--- src/rtl/fir_pkg.sv ---
// Shared types and elaboration-time helpers for the time-multiplexed FIR core.
package fir_pkg;

  typedef enum logic [1:0] {
    IDLE = 2'd0,
    MAC  = 2'd1,
    OUT  = 2'd2
  } state_t;

  localparam int SAT_W = 64;

  function automatic int clog2(input int value);
    int r;
    r = 0;
    for (int i = 0; i < 31; i++)
      if ((1 << i) < value) r = i + 1;
    return r;
  endfunction

  // Wide enough that summing TAPS full-precision products can never overflow.
  function automatic int accWidth(input int dataW, input int coefW, input int taps);
    return dataW + coefW + clog2(taps);
  endfunction

  function automatic logic signed [SAT_W-1:0] saturate(input logic signed [SAT_W-1:0] acc,
                                                       input int outW);
    logic signed [SAT_W-1:0] hi;
    logic signed [SAT_W-1:0] lo;
    hi = (64'sd1 <<< (outW - 1)) - 64'sd1;
    lo = -hi - 64'sd1;
    if (acc > hi) return hi;
    if (acc < lo) return lo;
    return acc;
  endfunction

endpackage

--- src/rtl/fir_tdm_core_if.sv ---
// Sample/coefficient/result bundle between the pad wrapper and the FIR core.
interface fir_tdm_core_if #(
  parameter int DATA_W = 8,
  parameter int COEF_W = 8,
  parameter int OUT_W  = 11
);
  logic                     in_valid;
  logic                     in_ready;
  logic signed [DATA_W-1:0] in_data;
  logic                     coef_load;
  logic                     coef_valid;
  logic signed [COEF_W-1:0] coef_data;
  logic                     out_valid;
  logic signed [OUT_W-1:0]  out_data;
  logic                     busy;

  modport master (
    output in_valid, in_data, coef_load, coef_valid, coef_data,
    input  in_ready, out_valid, out_data, busy
  );

  modport slave (
    input  in_valid, in_data, coef_load, coef_valid, coef_data,
    output in_ready, out_valid, out_data, busy
  );
endinterface

--- src/rtl/fir_mac_unit.sv ---
// Shared signed multiplier-accumulator, stepped once per tap by the core.
module fir_mac_unit #(
  parameter int DATA_W = 8,
  parameter int COEF_W = 8,
  parameter int ACC_W  = 19
) (
  input  logic                     clk,
  input  logic                     rst_n,
  input  logic                     clr_i,
  input  logic                     en_i,
  input  logic signed [DATA_W-1:0] a_i,
  input  logic signed [COEF_W-1:0] b_i,
  output logic signed [ACC_W-1:0]  acc_o
);
  localparam int PROD_W = DATA_W + COEF_W;

  logic signed [PROD_W-1:0] product;
  logic signed [ACC_W-1:0]  acc_q;

  assign product = PROD_W'(a_i) * PROD_W'(b_i);

  always_ff @(posedge clk or negedge rst_n) begin
    if (!rst_n)
      acc_q <= '0;
    else if (clr_i)
      acc_q <= '0;
    else if (en_i)
      acc_q <= acc_q + ACC_W'(product);
  end

  assign acc_o = acc_q;
endmodule

--- src/rtl/fir_tdm_core.sv ---
// Time-multiplexed N-tap FIR: one MAC walks every tap per sample, with a serial
// coefficient loader, programmable output shift and output saturation.
module fir_tdm_core
  import fir_pkg::*;
#(
  parameter int DATA_W = 8,
  parameter int COEF_W = 8,
  parameter int TAPS   = 8,
  parameter int OUT_W  = 11,
  parameter int SHIFT  = 0
) (
  input logic           clk,
  input logic           rst_n,
  fir_tdm_core_if.slave bus_if
);
  localparam int ACC_W = accWidth(DATA_W, COEF_W, TAPS);
  localparam int KW    = clog2(TAPS);
  localparam logic [KW-1:0] LAST_K = KW'(TAPS - 1);

  state_t state_q, state_d;
  logic [KW-1:0]            k_q;
  logic signed [DATA_W-1:0] x_q [TAPS];
  logic signed [COEF_W-1:0] c_q [TAPS];
  logic                     outValid_q;
  logic signed [OUT_W-1:0]  outData_q;

  logic inReady, busyInt, macEn, loadIdle, accept;
  logic signed [ACC_W-1:0] acc;
  logic signed [ACC_W-1:0] accShift;
  logic signed [SAT_W-1:0] accExt;

  always_ff @(posedge clk or negedge rst_n) begin
    if (!rst_n) state_q <= IDLE;
    else        state_q <= state_d;
  end

  always_comb begin
    state_d = state_q;
    case (state_q)
      IDLE:    if (accept) state_d = MAC;
      MAC:     if (k_q == LAST_K) state_d = OUT;
      OUT:     state_d = IDLE;
      default: state_d = IDLE;
    endcase
  end

  // A pending coefficient load takes priority over an offered sample.
  always_comb begin
    inReady  = 1'b0;
    busyInt  = 1'b0;
    macEn    = 1'b0;
    loadIdle = 1'b0;
    case (state_q)
      IDLE: begin
        inReady  = rst_n & ~bus_if.coef_load;
        loadIdle = bus_if.coef_load;
      end
      MAC: begin
        macEn   = 1'b1;
        busyInt = 1'b1;
      end
      OUT:     busyInt = 1'b1;
      default: ;
    endcase
  end

  assign accept = bus_if.in_valid & inReady;

  always_ff @(posedge clk or negedge rst_n) begin
    if (!rst_n) begin
      for (int i = 0; i < TAPS; i++) begin
        x_q[i] <= '0;
        c_q[i] <= '0;
      end
      c_q[0]     <= COEF_W'(1);
      k_q        <= '0;
      outValid_q <= 1'b0;
      outData_q  <= '0;
    end else begin
      outValid_q <= (state_q == OUT);
      if (state_q == OUT)
        outData_q <= OUT_W'(saturate(accExt, OUT_W));
      // History is flushed while loading so new taps never see old samples.
      if (loadIdle) begin
        for (int i = 0; i < TAPS; i++) x_q[i] <= '0;
        if (bus_if.coef_valid) begin
          for (int i = 0; i < TAPS - 1; i++) c_q[i] <= c_q[i+1];
          c_q[TAPS-1] <= bus_if.coef_data;
        end
      end else if (accept) begin
        for (int i = 1; i < TAPS; i++) x_q[i] <= x_q[i-1];
        x_q[0] <= bus_if.in_data;
      end
      if (accept)     k_q <= '0;
      else if (macEn) k_q <= k_q + 1'b1;
    end
  end

  fir_mac_unit #(
    .DATA_W (DATA_W),
    .COEF_W (COEF_W),
    .ACC_W  (ACC_W)
  ) u_mac (
    .clk   (clk),
    .rst_n (rst_n),
    .clr_i (accept),
    .en_i  (macEn),
    .a_i   (x_q[k_q]),
    .b_i   (c_q[k_q]),
    .acc_o (acc)
  );

  assign accShift = acc >>> SHIFT;
  assign accExt   = {{(SAT_W - ACC_W){accShift[ACC_W-1]}}, accShift};

  assign bus_if.in_ready  = inReady;
  assign bus_if.busy      = busyInt;
  assign bus_if.out_valid = outValid_q;
  assign bus_if.out_data  = outData_q;
endmodule

--- src/flat_wrapper.sv ---
// flat-port wrapper written by rule: the top's interface ports become plain ports
module fir_tdm_core_flat import fir_pkg::*;
#(
  parameter int DATA_W = 8,
  parameter int COEF_W = 8,
  parameter int TAPS   = 8,
  parameter int OUT_W  = 11,
  parameter int SHIFT  = 0
)
  (clk, rst_n, bus_if_in_valid, bus_if_in_data, bus_if_coef_load, bus_if_coef_valid, bus_if_coef_data, bus_if_in_ready, bus_if_out_valid, bus_if_out_data, bus_if_busy);
  fir_tdm_core_if #(.DATA_W(DATA_W), .COEF_W(COEF_W), .OUT_W(OUT_W)) bus_if_i ();
  input logic clk;
  input logic rst_n;
  input wire logic [$bits(bus_if_i.in_valid)-1:0] bus_if_in_valid;
  input wire logic [$bits(bus_if_i.in_data)-1:0] bus_if_in_data;
  input wire logic [$bits(bus_if_i.coef_load)-1:0] bus_if_coef_load;
  input wire logic [$bits(bus_if_i.coef_valid)-1:0] bus_if_coef_valid;
  input wire logic [$bits(bus_if_i.coef_data)-1:0] bus_if_coef_data;
  output wire logic [$bits(bus_if_i.in_ready)-1:0] bus_if_in_ready;
  output wire logic [$bits(bus_if_i.out_valid)-1:0] bus_if_out_valid;
  output wire logic [$bits(bus_if_i.out_data)-1:0] bus_if_out_data;
  output wire logic [$bits(bus_if_i.busy)-1:0] bus_if_busy;
  assign bus_if_i.in_valid = bus_if_in_valid;
  assign bus_if_i.in_data = bus_if_in_data;
  assign bus_if_i.coef_load = bus_if_coef_load;
  assign bus_if_i.coef_valid = bus_if_coef_valid;
  assign bus_if_i.coef_data = bus_if_coef_data;
  assign bus_if_in_ready = bus_if_i.in_ready;
  assign bus_if_out_valid = bus_if_i.out_valid;
  assign bus_if_out_data = bus_if_i.out_data;
  assign bus_if_busy = bus_if_i.busy;
  fir_tdm_core #(.DATA_W(DATA_W), .COEF_W(COEF_W), .TAPS(TAPS), .OUT_W(OUT_W), .SHIFT(SHIFT)) u_core (.clk(clk), .rst_n(rst_n), .bus_if(bus_if_i));
endmodule
--- config.mk ---
export PLATFORM = sky130hd
export DESIGN_NAME = fir_tdm_core_flat
export DESIGN_NICKNAME = d
export VERILOG_FILES = /design/src/rtl/fir_pkg.sv /design/src/rtl/fir_tdm_core_if.sv /design/src/rtl/fir_mac_unit.sv /design/src/rtl/fir_tdm_core.sv /design/src/flat_wrapper.sv
export SDC_FILE = /design/constraint.sdc
export NUM_CORES = 1
export LEC_CHECK = 0
export BUFFER_PORTS_ARGS = -buffer_cell sky130_fd_sc_hd__clkbuf_2
export CORE_MARGIN = 4
export CORE_UTILIZATION = 50
export DETAILED_ROUTE_END_ITERATION = 12
export PLACE_DENSITY_LB_ADDON = 0.08
export REMOVE_ABC_BUFFERS = 1
export SYNTH_ARGS = -nofsm -noshare
export SYNTH_HDL_FRONTEND = slang
export SYNTH_SLANG_ARGS = --single-unit
--- constraint.sdc ---
create_clock -name clk -period 6 [get_ports clk]
set_input_delay 0.6 -clock clk [delete_from_list [all_inputs] [get_ports clk]]
set_output_delay 0.6 -clock clk [all_outputs]
set_load 0.1 [all_outputs]
# Word level (Yosys, flattened, before mapping)

Cells that the tools add are included.

Equal/unequal tests: 5
Multiply operators: 1
Bitwise logic cells: 4
Mux-type cells: 28
Add/sub/neg operators: 2
Order comparisons: 3
Reductions and logical operators: 6

Operators by type and width:

| kind                                                             | count |
|---|---|
| two-way mux 64 bit                                               | 2 |
| binary-select mux 8 bit (select 3 bit)                           | 2 |
| two-way mux 11 bit                                               | 4 |
| two-way mux 19 bit                                               | 2 |
| two-way mux 8 bit                                                | 4 |
| adder 19 x 16 -> 19 bit                                          | 1 |
| greater-than comparator 19 x 11 -> 1 bit (second input constant) | 1 |
| < comparator 19 x 11 -> 1 bit (second input constant)            | 1 |
| multiplier 8 x 8 -> 16 bit                                       | 1 |
| two-way mux 1 bit                                                | 9 |
| two-way mux 3 bit                                                | 2 |
| >= comparator 4 bit (second input constant)                      | 1 |
| two-way mux 2 bit                                                | 2 |
| inequality test 2 x 1 -> 1 bit (second input constant)           | 2 |
| NOT 3 -> 4 bit                                                   | 1 |
| one-hot mux 2 bit (2 select lines)                               | 1 |
| AND reduction 2 bit                                              | 2 |
| nonzero test 2 bit                                               | 2 |
| adder 3 x 1 -> 3 bit (second input constant)                     | 1 |
| equality test 3 bit (second input constant)                      | 1 |
| AND 1 bit                                                        | 2 |
| equality test 2 x 1 -> 1 bit (second input constant)             | 1 |
| equality test 2 bit (second input constant)                      | 1 |
| zero test 2 bit                                                  | 1 |
| other kinds (2)                                                  | 2 |

Input port bits: 21
Output and inout port bits: 14
Register bits: 164

# Depth between registers and ports, before layout

Gate-level depths: netlist of run 1.

Depth after elaboration: 8
Mapped depth: 22

# Cells and area by module

From an unflattened synthesis of run 1, not the netlist that was laid out.

Cell total of the unflattened synthesis: 968
Area, all modules: 10854.2 um2

By module, submodules not included:

| module       | cells each | times used | area each (um2) |
|---|---|---|---|
| fir_tdm_core | 555        | 1          | 6765.2 |
| fir_mac_unit | 413        | 1          | 4088.9 |

# Least setup slack after synthesis of run 1

No wires, ideal clock.

Path kind: register to register
Start point: reg u_core.k_q[0]
End point: reg u_core.u_mac.acc_q[18], in the netlist u_core.u_mac.acc_o[18]
Period minus slack after synthesis: 5.862 ns
Setup time: 0.134 ns
Slack: 0.138 ns
Arrival: 5.727 ns
Buffers on the path: 2
Cell stages (with the launch flop): 21
Path through: dfrtp_1 -> buf_6 -> buf_6 -> mux4_2 -> mux2_2 -> inv_2 -> nor2_2 -> inv_2 -> fa_1 -> inv_1 -> fa_1 -> fa_1 -> fa_1 -> fa_1 -> ha_1 -> nand3_1 -> o22ai_2 -> o211ai_1 -> o311a_1 -> a2111oi_1 -> nand2_1

Longest elaborated chain between the ends: 8
Elaborated cells between the ends (all ways): 11
Classes of those cells: add/sub: 1; mul: 1; mux: 8; bitwise: 1

Ends and longest elaborated chain:

| what                                                      | RTL line                                 | source |
|---|---|---|
| from (decl)                                               | fir_tdm_core.sv:21                       | `logic [KW-1:0] k_q;` |
| from (signal assigned)                                    | fir_tdm_core.sv:95                       | `else if (macEn) k_q <= k_q + 1'b1;` |
| NOT 3 -> 4 bit (implied by the code) *                    | fir_tdm_core.sv:108, fir_tdm_core.sv:109 |  |
| binary-select mux 8 bit (select 3 bit) (on tied branches) | fir_tdm_core.sv:108, fir_tdm_core.sv:109 |  |
| two-way mux 8 bit (on tied branches) (2 in series)        | fir_tdm_core.sv:108, fir_tdm_core.sv:109 |  |
| multiplier 8 x 8 -> 16 bit *                              | fir_mac_unit.sv:20                       | `assign product = PROD_W'(a_i) * PROD_W'(b_i);` |
| adder 19 x 16 -> 19 bit *                                 | fir_mac_unit.sv:28                       | `acc_q <= acc_q + ACC_W'(product);` |
| two-way mux 19 bit *                                      | fir_mac_unit.sv:27                       | `else if (en_i)` |
| two-way mux 19 bit *                                      | fir_mac_unit.sv:25                       | `else if (clr_i)` |
| to (signal assigned)                                      | fir_mac_unit.sv:28                       |  |
| to (decl)                                                 | fir_mac_unit.sv:18                       | `logic signed [ACC_W-1:0] acc_q;` |

Mark *: on every way between the ends. The rest lies on a longest branch, timed or not. The select of a mux whose other input is x is not followed.
A chain may end at the register's enable or synchronous reset.

# Worst setup path after layout of run 1

Ends and elaborated chain as after synthesis.

==> results.toml, run 1 <==
[outcome]
status = "finished, final reports clean"

[clock_network]
cts_inserted_buffers = 17
clkLatencyLatePin_ns = 0.43
h-tree-depth = 4
cts-root-buf = "clkbuf_16"
tritoncts = "done"
cts_hold_buf = 0
clk_pin_slew_ns = 0.08
cts.sinks = 164
ctsLongestPathBuffers = 2

[finish]
n_antenna_cell = 0
area_delta_synth_final_pct = 14.3
fin_cells = 1346
final_nets = 1212
final_cell_mix = "162 x dfrtp_1, 150 x nand2_1, 104 x inv_1, 82 x fa_1, 70 x nor2_1"
layout_commonest_cell = "dfrtp_1"
drive_above_1_share_pct = 24.9

[routing]
drc_errors = 0
vias_per_cell = 5.26
drt_pass1_iterations = 4
wire_per_inst_um = 16.1
drt_iter0_drc = 317
drtAntennaViolNets = 0
wirelength_um = 21700
vias = 7078

[yosys]
netlist-cell-type-count = 54
yosys_register_bits = 164
yosys.area_share.simple_pct = 11.0
synth_top_family_by_area = "adder cells"
synth_compound_area_share_pct = 6.02
synth_area_mm2 = 0.0110
synth_warnings = 0
synth-adder-area-share_pct = 20.9
synth_mux_area_share_pct = 17.6
synth_flop_cell = "dfrtp_1"
syn_avg_cell_area_um2 = 11.0
synth-async-reset-ratio_pct = 100
synth_seq_area_share_pct = 37.5
synth_cells = 993
post_synth_xor_area_fraction_pct = 1.19
synth-edff-count = 0

[worst_setup_path]
setup.worst_path.end_class = "register"
cpPeakStageDelay_ns = 0.56
cpMaxStageDelayCell = "dfrtp_2"
cpMostUsedCell = "fa_1"
start_kind = "register"
worstSetupPathType = "register to register"
crit_arrival_ns = 6.11
crit_buf_inv = 2
crit_chain = "clkbuf_16 -> mux4_2 -> mux2i_4 -> nand2b_4 -> fa_1 -> fa_1 -> inv_1 -> fa_1 -> fa_1 -> fa_1 -> ha_4 -> nand3_1 -> o22ai_2 -> o211ai_1 -> o311a_1 -> a2111oi_2 -> nand2_1"
worstPathMaxFanout = 7
cp.required_ns = 6.30
crit_family = "adder cells"

[placed_design]
place_ws_ns = 0.0924
io_buffers = 34
gp_congestion = 0.876
place_inst = 1307
place_hpwl_um = 15400

[floorplanning]
rows = 53
start_util_pct = 51.5
die-area_mm2 = 0.0244
die_h_um = 156
coreArea_mm2 = 0.0213
die_w_um = 156
io_pins = 35

[global_routing]
grt.overflow.total = 0
antenna_found_initial = 0
use_met2_pct = 30.8
met3_usage_pct = 2.94
grt_pass1_wl_um = 37300
met1_usage_pct = 27.3
gr-max-usage-layer = "met2"
track_usage_pct = 19.0
grt_max_degree = 103
grt_pass1_vias = 7296

[sta]
min_period_over_period_pct = 96.8
fmax_ghz = 0.172
slew_headroom_pct = 37.9
hold_viol = 0
finalSetupViolations = 0
slew_viol_final = 0
finalClockSkew_ns = 0.0155
worst_slew_pin_slew_ns = 0.931
fin_ws_ns = 0.192
fin_setup_tns_ns = 0
fin_crit_ns = 5.81
grt_setup_unrepaired = "true"

[min_path]
hold_class = "input pin to async pin"

[flow_run]
maxCapViolCount = 0
## through the flow
| stage | utilization [%] | hold slack (ns) | area (um2) |
|---|---|---|---|
| CTS | 57.8 | 0.112 | 12300 |
| global route | 58.9 | 0.137 | 12500 |
| detailed placement | 54.9 | 0.493 | 11700 |
| global placement | 54.9 | 0.478 | 11700 |
| floorplan | - | 0.304 | 10700 |
| finish | 58.9 | 0.105 | 12500 |
## metal layers
metal,share of wire (%),wire length [um]
met3,2.9,618
met2,49,10600
met1,47,10200
met5,0,0
met4,1.1,240
## cell usage after synthesis (13+ instances only)
library cell | count | area share (%)
dfrtp_1 | 163 | 37
nand2_1 | 151 | 5.2
inv_1 | 104 | 3.6
fa_1 | 84 | 15
nor2_1 | 71 | 2.4
mux2_2 | 69 | 7.1
ha_1 | 49 | 5.6
o21ai_0 | 44 | 2.0
a21oi_1 | 42 | 1.9
mux4_2 | 32 | 6.6
clkbuf_1 | 20 | 0.68
mux2i_1 | 17 | 1.6
buf_2 | 13 | 0.59
xnor2_1 | 13 | 1.0
## flip-flops by register name, summed over array words and instances, names as in the netlist
signal / cells
u_core.state_q: 2
u_core.x_q: 64
u_core.c_q: 64
u_core.u_mac.acc_o: 19
u_core.bus_if.out_data: 11
u_core.k_q: 3
u_core.bus_if.out_valid: 1
## path summary, 6_finish.rpt
path | from | slack (ns) | depth (start not counted) | endpoint
max | u_core.k_q[0]$_DFFE_PN0P_ | 0.19 | 17 | u_core.u_mac.acc_o[18]$_DFFE_PN0P_
min | rst_n | 0.11 | 1 | u_core.bus_if.out_data[2]$_DFFE_PN0P_
max reg2reg | u_core.k_q[0]$_DFFE_PN0P_ | 0.19 | 17 | u_core.u_mac.acc_o[18]$_DFFE_PN0P_
min reg2reg | u_core.c_q[58]$_DFFE_PN0P_ | 0.51 | 1 | u_core.c_q[58]$_DFFE_PN0P_
max in group asynchronous | rst_n | 4.07 | 3 | u_core.c_q[31]$_DFFE_PN0P_
min in group clk | bus_if_in_data[0] | 0.37 | 3 | u_core.x_q[56]$_DFFE_PN0P_
## worst register-to-register path: cells and delay by family, from the launching register on
| kind | cells | cell delay [ns] |
|---|---|---|
| compound gates | 4 | 0.89 |
| mux | 2 | 0.79 |
| buf+inv | 2 | 0.30 |
| fa+ha+maj | 6 | 2.78 |
| simple gates | 3 | 0.37 |
| flops | 1 | 0.56 |
## kinds of logic (layout without fill, tap and decap cells)
group	Yosys count	after routing
xor gates and xnor gates	14	14
adders and majority gates	133	133
AOI/OAI and AO/OA	116	116
DFF	164	164
muxes	130	130
and+or+nand+nor	282	282
buffers and inverters	154	232
## repair_timing
item / CTS / global route
setup buffers: 0 / 6
endpoints found under the setup margin: 0 / 6
resized for setup: 0 / 32
## cell type report
type | count | area, um2
fill | 1760 | 8760
timing repair buffer | 91 | 713
clock inverter | 15 | 188
inverter | 109 | 412
clock buffer | 17 | 425
multi-input combinational | 675 | 6340
tap | 275 | 344
sequential | 164 | 4110
Power of run 1 is left out: the tool's default activity adds up to more than one toggle a clock period on the data nets, which glitch-free logic cannot reach.
==> run 2, diff against run 1 <==
BUFFER_PORTS_ARGS = unset   (was -buffer_cell sky130_fd_sc_hd__clkbuf_2)
DONT_BUFFER_PORTS = 1   (was unset)
==> run 2 against run 1 <==
Non-clock buffer count shrank 45. Global-route usage rose by 0.079 points. Largest cell class unchanged. Critical path depth increased by 2. Die area unchanged. Sequential share of layout area rose by 0.62 points. Clock skew down 0.0035 ns.
==> results.toml, run 2 (synthesis results as in run 1) <==
[sta]
fin_crit_ns = 5.82
hold_viol = 0
grt_setup_unrepaired = "true"
slew_headroom_pct = 34.3
slew_viol_final = 0
hold_slack_ns = 0.149
min_period_over_period_pct = 97.1
finalSetupViolations = 0
worst_slew_pin_slew_ns = 0.985
fmax_ghz = 0.172
finalClockSkew_ns = 0.0119

[placed_design]
gp_congestion = 0.826
place_hpwl_um = 14700
io_buffers = 0

[routing]
vias_per_cell = 5.32
wire_per_inst_um = 16.8
drt_pass1_iterations = 4
drtAntennaViolNets = 0
drt_iter0_drc = 327
drc_errors = 0
vias = 6919
wirelength_um = 21800

[clock_network]
clk_pin_slew_ns = 0.07
h-tree-depth = 4
tritoncts = "done"
cts_inserted_buffers = 17
cts.sinks = 164
ctsLongestPathBuffers = 2
cts-root-buf = "clkbuf_16"
clkLatencyLatePin_ns = 0.43

[worst_setup_path]
cp.required_ns = 6.31
start_kind = "register"
crit_arrival_ns = 6.14
crit_buf_inv = 4
worstPathMaxFanout = 7
cpPeakStageDelay_ns = 0.55
crit_family = "adder cells"
worstSetupPathType = "register to register"
cpMostUsedCell = "fa_1"
crit_chain = "buf_12 -> buf_12 -> mux4_2 -> mux2i_4 -> nor2_1 -> fa_1 -> inv_1 -> fa_1 -> inv_1 -> fa_1 -> fa_1 -> fa_2 -> ha_1 -> nand3_1 -> o22ai_2 -> o211ai_1 -> o311a_1 -> a2111oi_4 -> nand2_1"
setup.worst_path.end_class = "register"
cpMaxStageDelayCell = "fa_1"

[finish]
final_nets = 1167
drive_above_1_share_pct = 21.3
area_delta_synth_final_pct = 12.2
fin_util_pct = 57.8
final_cell_mix = "162 x dfrtp_1, 150 x nand2_1, 104 x inv_1, 82 x fa_1, 71 x nor2_1"
n_antenna_cell = 0
layout_commonest_cell = "dfrtp_1"

[global_routing]
antenna_found_initial = 0
grt_max_degree = 164
grt.overflow.total = 0
grt_pass1_wl_um = 37400
track_usage_pct = 19.0
grt_pass1_vias = 7414

[floorplanning]
io_pins = 35
start_util_pct = 51.5
die_w_um = 156
die-area_mm2 = 0.0244
coreArea_mm2 = 0.0213
die_h_um = 156
rows = 53

[flow_run]
maxCapViolCount = 0

[min_path]
hold_class = "input pin to async pin"

[outcome]
status = "finished, final reports clean"
[run 2: cell types whose count changed in the layout (fill, tap and decap cells not counted), moves of 3 or more]
cell | previous run | this run
buf_6 | 10 | 2
buf_4 | 42 | 33
clkbuf_8 | 0 | 4
clkinv_8 | 3 | 0
inv_8 | 7 | 3
clkbuf_2 | 33 | 0
buf_12 | 4 | 7
clkinvlp_4 | 4 | 0
inv_6 | 0 | 3
[run 2: worst register-to-register path, delay by kind of cell, from the launching register on]
family	cells	cell delay (ns)
adder cells (fa/ha/maj)	6	2.81
AO/OA/AOI/OAI	4	0.99
multiplexers	2	0.79
buffers and inverters	4	0.40
flip-flops	1	0.39
AND/OR/NAND/NOR	3	0.32
[run 2: metrics by stage]
| step | area, um2 | worst slack, ns | setup TNS (ns) | cells |
|---|---|---|---|---|
| floorplan | 10700 | -0.782 | -5.91 | 948 |
| finish | 12300 | 0.175 | 0 | 1301 |
| CTS | 12000 | 0.0383 | 0 | 1293 |
| global route | 12300 | -0.0483 | -0.127 | 1301 |
| detailed placement | 11400 | 0.0561 | 0 | 1259 |
| global placement | 11400 | 0.134 | 0 | 1259 |
[run 2: final timing paths]
check,startpoint,endpoint,slack [ns],depth (start not counted)
worst max-delay path,u_core.k_q[0]$_DFFE_PN0P_,u_core.u_mac.acc_o[18]$_DFFE_PN0P_,0.18,19
worst min-delay path,rst_n,u_core.bus_if.out_data[0]$_DFFE_PN0P_,0.15,1
worst max register to register,u_core.k_q[0]$_DFFE_PN0P_,u_core.u_mac.acc_o[18]$_DFFE_PN0P_,0.18,19
worst min register to register,u_core.x_q[32]$_DFFE_PN0P_,u_core.x_q[24]$_DFFE_PN0P_,0.51,2
max in group asynchronous,rst_n,u_core.c_q[27]$_DFFE_PN0P_,5.15,1
min in group clk,bus_if_in_data[5],u_core.x_q[61]$_DFFE_PN0P_,0.29,2
[run 2: cell type report]
class                   count  area [um2]
well taps                 275         344
inverters                 109         409
flip-flops and latches    164        4110
multi-input cells         675        6340
fillers                  1726        8990
clock buffers              22         484
clock inverters            10         113
repair buffers             46         498
[run 2: layer usage]
layer	GRT usage [%]	wire length, um	part of all wire, %	vias to the layer above
met4	5.04	268	1.2	0
met3	2.72	565	2.6	20
met2	30.6	10400	47	104
li1	-	-	-	3329
met5	0	0	0	-
met1	27.5	10600	49	3466
[run 2: timing repair]
action,4_1_cts,5_1_grt
setup buffers,0,6
endpoints found under the hold margin,163,0
gates resized for setup,0,21
hold buffers,2,0
endpoints found under the setup margin,0,6
Power of run 2 is left out for the same reason.
==> run 3, diff against run 2 <==
CELL_PAD_IN_SITES_DETAIL_PLACEMENT = 1   (was unset)
CELL_PAD_IN_SITES_GLOBAL_PLACEMENT = 2   (was unset)
CORE_UTILIZATION = 40   (was 50)
SYNTH_HIERARCHICAL = 1   (was unset)
==> run 3 against run 2 <==
Die area up 22%. Hold slack got worse by 0.057 ns. Global-route usage decreased by 2.0 points. Critical endpoint is now u_core/u_mac/acc_o[17]$_DFFE_PN0P_.
==> results.toml, run 3 <==
[sta]
fin_setup_tns_ns = 0
fmax_ghz = 0.172
slew_viol_final = 0
hold_viol = 0
finalClockSkew_ns = 0.0184
min_period_over_period_pct = 96.7
grt_setup_unrepaired = "true"
fin_crit_ns = 5.80
finalSetupViolations = 0
worst_slew_pin_slew_ns = 1.07
slew_headroom_pct = 28.3

[floorplanning]
die_w_um = 173
coreArea_mm2 = 0.0268
die_h_um = 173
rows = 60
io_pins = 35
start_util_pct = 40.5
die-area_mm2 = 0.0298

[placed_design]
place_inst = 1287
io_buffers = 0
place_hpwl_um = 16600
gp_congestion = 0.763

[power]
power_density_mw_per_mm2 = 621
power_mw = 7.62
p_leak_nw = 5.79
irDropWorstVdd_mv = 0.263

[global_routing]
met1_usage_pct = 23.6
antenna_found_initial = 0
track_usage_pct = 17.1
grt.overflow.total = 0
use_met2_pct = 28.9
grt_pass1_vias = 7751
grt_pass1_wl_um = 41700
grt_max_degree = 164
gr-max-usage-layer = "met2"
met3_usage_pct = 2.45

[yosys]
synth_flop_cell = "dfrtp_1"
netlist-cell-type-count = 48
synth-async-reset-ratio_pct = 100
synth_cells = 968
syn_avg_cell_area_um2 = 11.2
synth.area.top_cells = "dfrtp_1 38%, fa_1 15%, mux2_2 8.4%"
synth_warnings = 6
synth-edff-count = 0
synth_seq_area_share_pct = 37.8
synth_top_cell_area_share_pct = 37.6
synth_top_cell_by_area = "dfrtp_1"
yosys.cell_count.top_type = "nand2_1"
yosys_register_bits = 164
ys_top_cells_by_count = "171 x nand2_1, 163 x dfrtp_1, 103 x inv_1, 84 x fa_1, 81 x mux2_2"
synth_area_mm2 = 0.0109

[worst_setup_path]
crit_arrival_ns = 6.17
start_kind = "register"
cp.required_ns = 6.37
worstPathMaxFanout = 7
setup.worst_path.end_class = "register"
worstSetupPathType = "register to register"

[clock_network]
h-tree-depth = 4
ctsLongestPathBuffers = 2
tritoncts = "done"
clkLatencyLatePin_ns = 0.44
cts-root-buf = "clkbuf_16"
clk_pin_slew_ns = 0.09
cts.sinks = 164
cts_inserted_buffers = 17

[routing]
wirelength_um = 24800
wire_per_inst_um = 18.6
drc_errors = 0
drt_iter0_drc = 299
vias_per_cell = 5.23
vias = 6947
drtAntennaViolNets = 0
drt_pass1_iterations = 4

[finish]
layout_commonest_cell = "nand2_1"
final_nets = 1130
fin_cells = 1329
seqCellArea_mm2 = 0.00411
final_cell_mix = "167 x nand2_1, 162 x dfrtp_1, 100 x inv_1, 77 x fa_1, 72 x a21oi_1"
multi_input_area_mm2 = 0.00633
n_antenna_cell = 0
area_delta_synth_final_pct = 13.0
drive_above_1_share_pct = 20.2
nFillCells = 2820

[min_path]
hold_class = "input pin to async pin"

[outcome]
status = "finished, final reports clean"

[flow_run]
maxCapViolCount = 0
[run 3: stage by stage]
| step | hold slack [ns] | area, um2 | setup WS, ns | util [%] |
|---|---|---|---|---|
| after global routing | 0.158 | 12300 | -0.0167 | 45.7 |
| final | 0.0926 | 12300 | 0.200 | 45.7 |
| after global placement | 0.309 | 11300 | 0.0679 | 42.1 |
| after detailed placement | 0.308 | 11300 | -0.00205 | 42.1 |
| after CTS | 0.188 | 12000 | 0.0215 | 44.7 |
| after floorplan | 0.304 | 10600 | -0.574 | - |
[run 3: what timing repair did]
action / in CTS / in global routing
gates resized for setup: 3 / 53
setup endpoints to repair: 4 / 8
hold buffers: 2 / 0
buffers inserted: 1 / 4
endpoints found under the hold margin: 163 / 0
pin swaps: 0 / 23
cloned: 1 / 2
[run 3: path summary, 6_finish.rpt]
kind	from	end	slack, ns	depth (start not counted)
worst min register to register	u_core/c_q[63]$_DFFE_PN0P_	u_core/c_q[63]$_DFFE_PN0P_	0.51	1
max in group asynchronous	rst_n	u_core/c_q[10]$_DFFE_PN0P_	5.11	1
worst max-delay path	u_core/k_q[0]$_DFFE_PN0P_	u_core/u_mac/acc_o[17]$_DFFE_PN0P_	0.20	18
worst min-delay path	rst_n	u_core/bus_if.out_valid$_DFF_PN0_	0.09	1
min in group clk	bus_if_in_data[3]	u_core/x_q[59]$_DFFE_PN0P_	0.29	2
worst max register to register	u_core/k_q[0]$_DFFE_PN0P_	u_core/u_mac/acc_o[17]$_DFFE_PN0P_	0.20	18
[run 3: power by group]
part	switching (mW)	internal [mW]
sequential	0.575	1.44
combinational	2.33	2.12
clock	0.573	0.575
[run 3: final cells by class]
class | count | share of cell area [%]
well taps | 341 | 3.48
repair buffers | 35 | 3.14
flip-flops and latches | 164 | 33.5
clock buffers | 17 | 3.47
clock inverters | 15 | 1.60
multi-input cells | 652 | 51.6
inverters | 105 | 3.21
[run 3: cell families (layout without fill, tap and decap cells)]
family	after synthesis	count (layout)	synth area share (%)
simple gates	254	254	9.94
flops	164	164	37.8
buf+inv	152	172	5.73
fa+ha+maj	134	134	21.3
mux	127	127	17.2
compound gates	117	117	6.43
xor+xnor	20	20	1.61
[run 3: per-layer routing]
layer / part of all wire [%] / wire [um]
met5: 0 / 0
met4: 0.89 / 221
met3: 2.3 / 557
met2: 51 / 12500
met1: 46 / 11500
[run 3: worst max-delay path, cell delays in order, from the launching register on]
cell      delay (ns)
dfrtp_2         0.48
buf_12          0.15
buf_16          0.14
mux4_1          0.56
mux2_4          0.32
buf_4           0.16
and2_1          0.15
fa_1            0.50
fa_1            0.54
fa_1            0.52
fa_1            0.49
ha_1            0.31
ha_1            0.32
o21a_2          0.15
o2111a_2        0.30
o41ai_4         0.07
a21oi_2         0.10
or4_1           0.39
nand3_1         0.09
No activity file was read; power rests on OpenSTA's default activity.
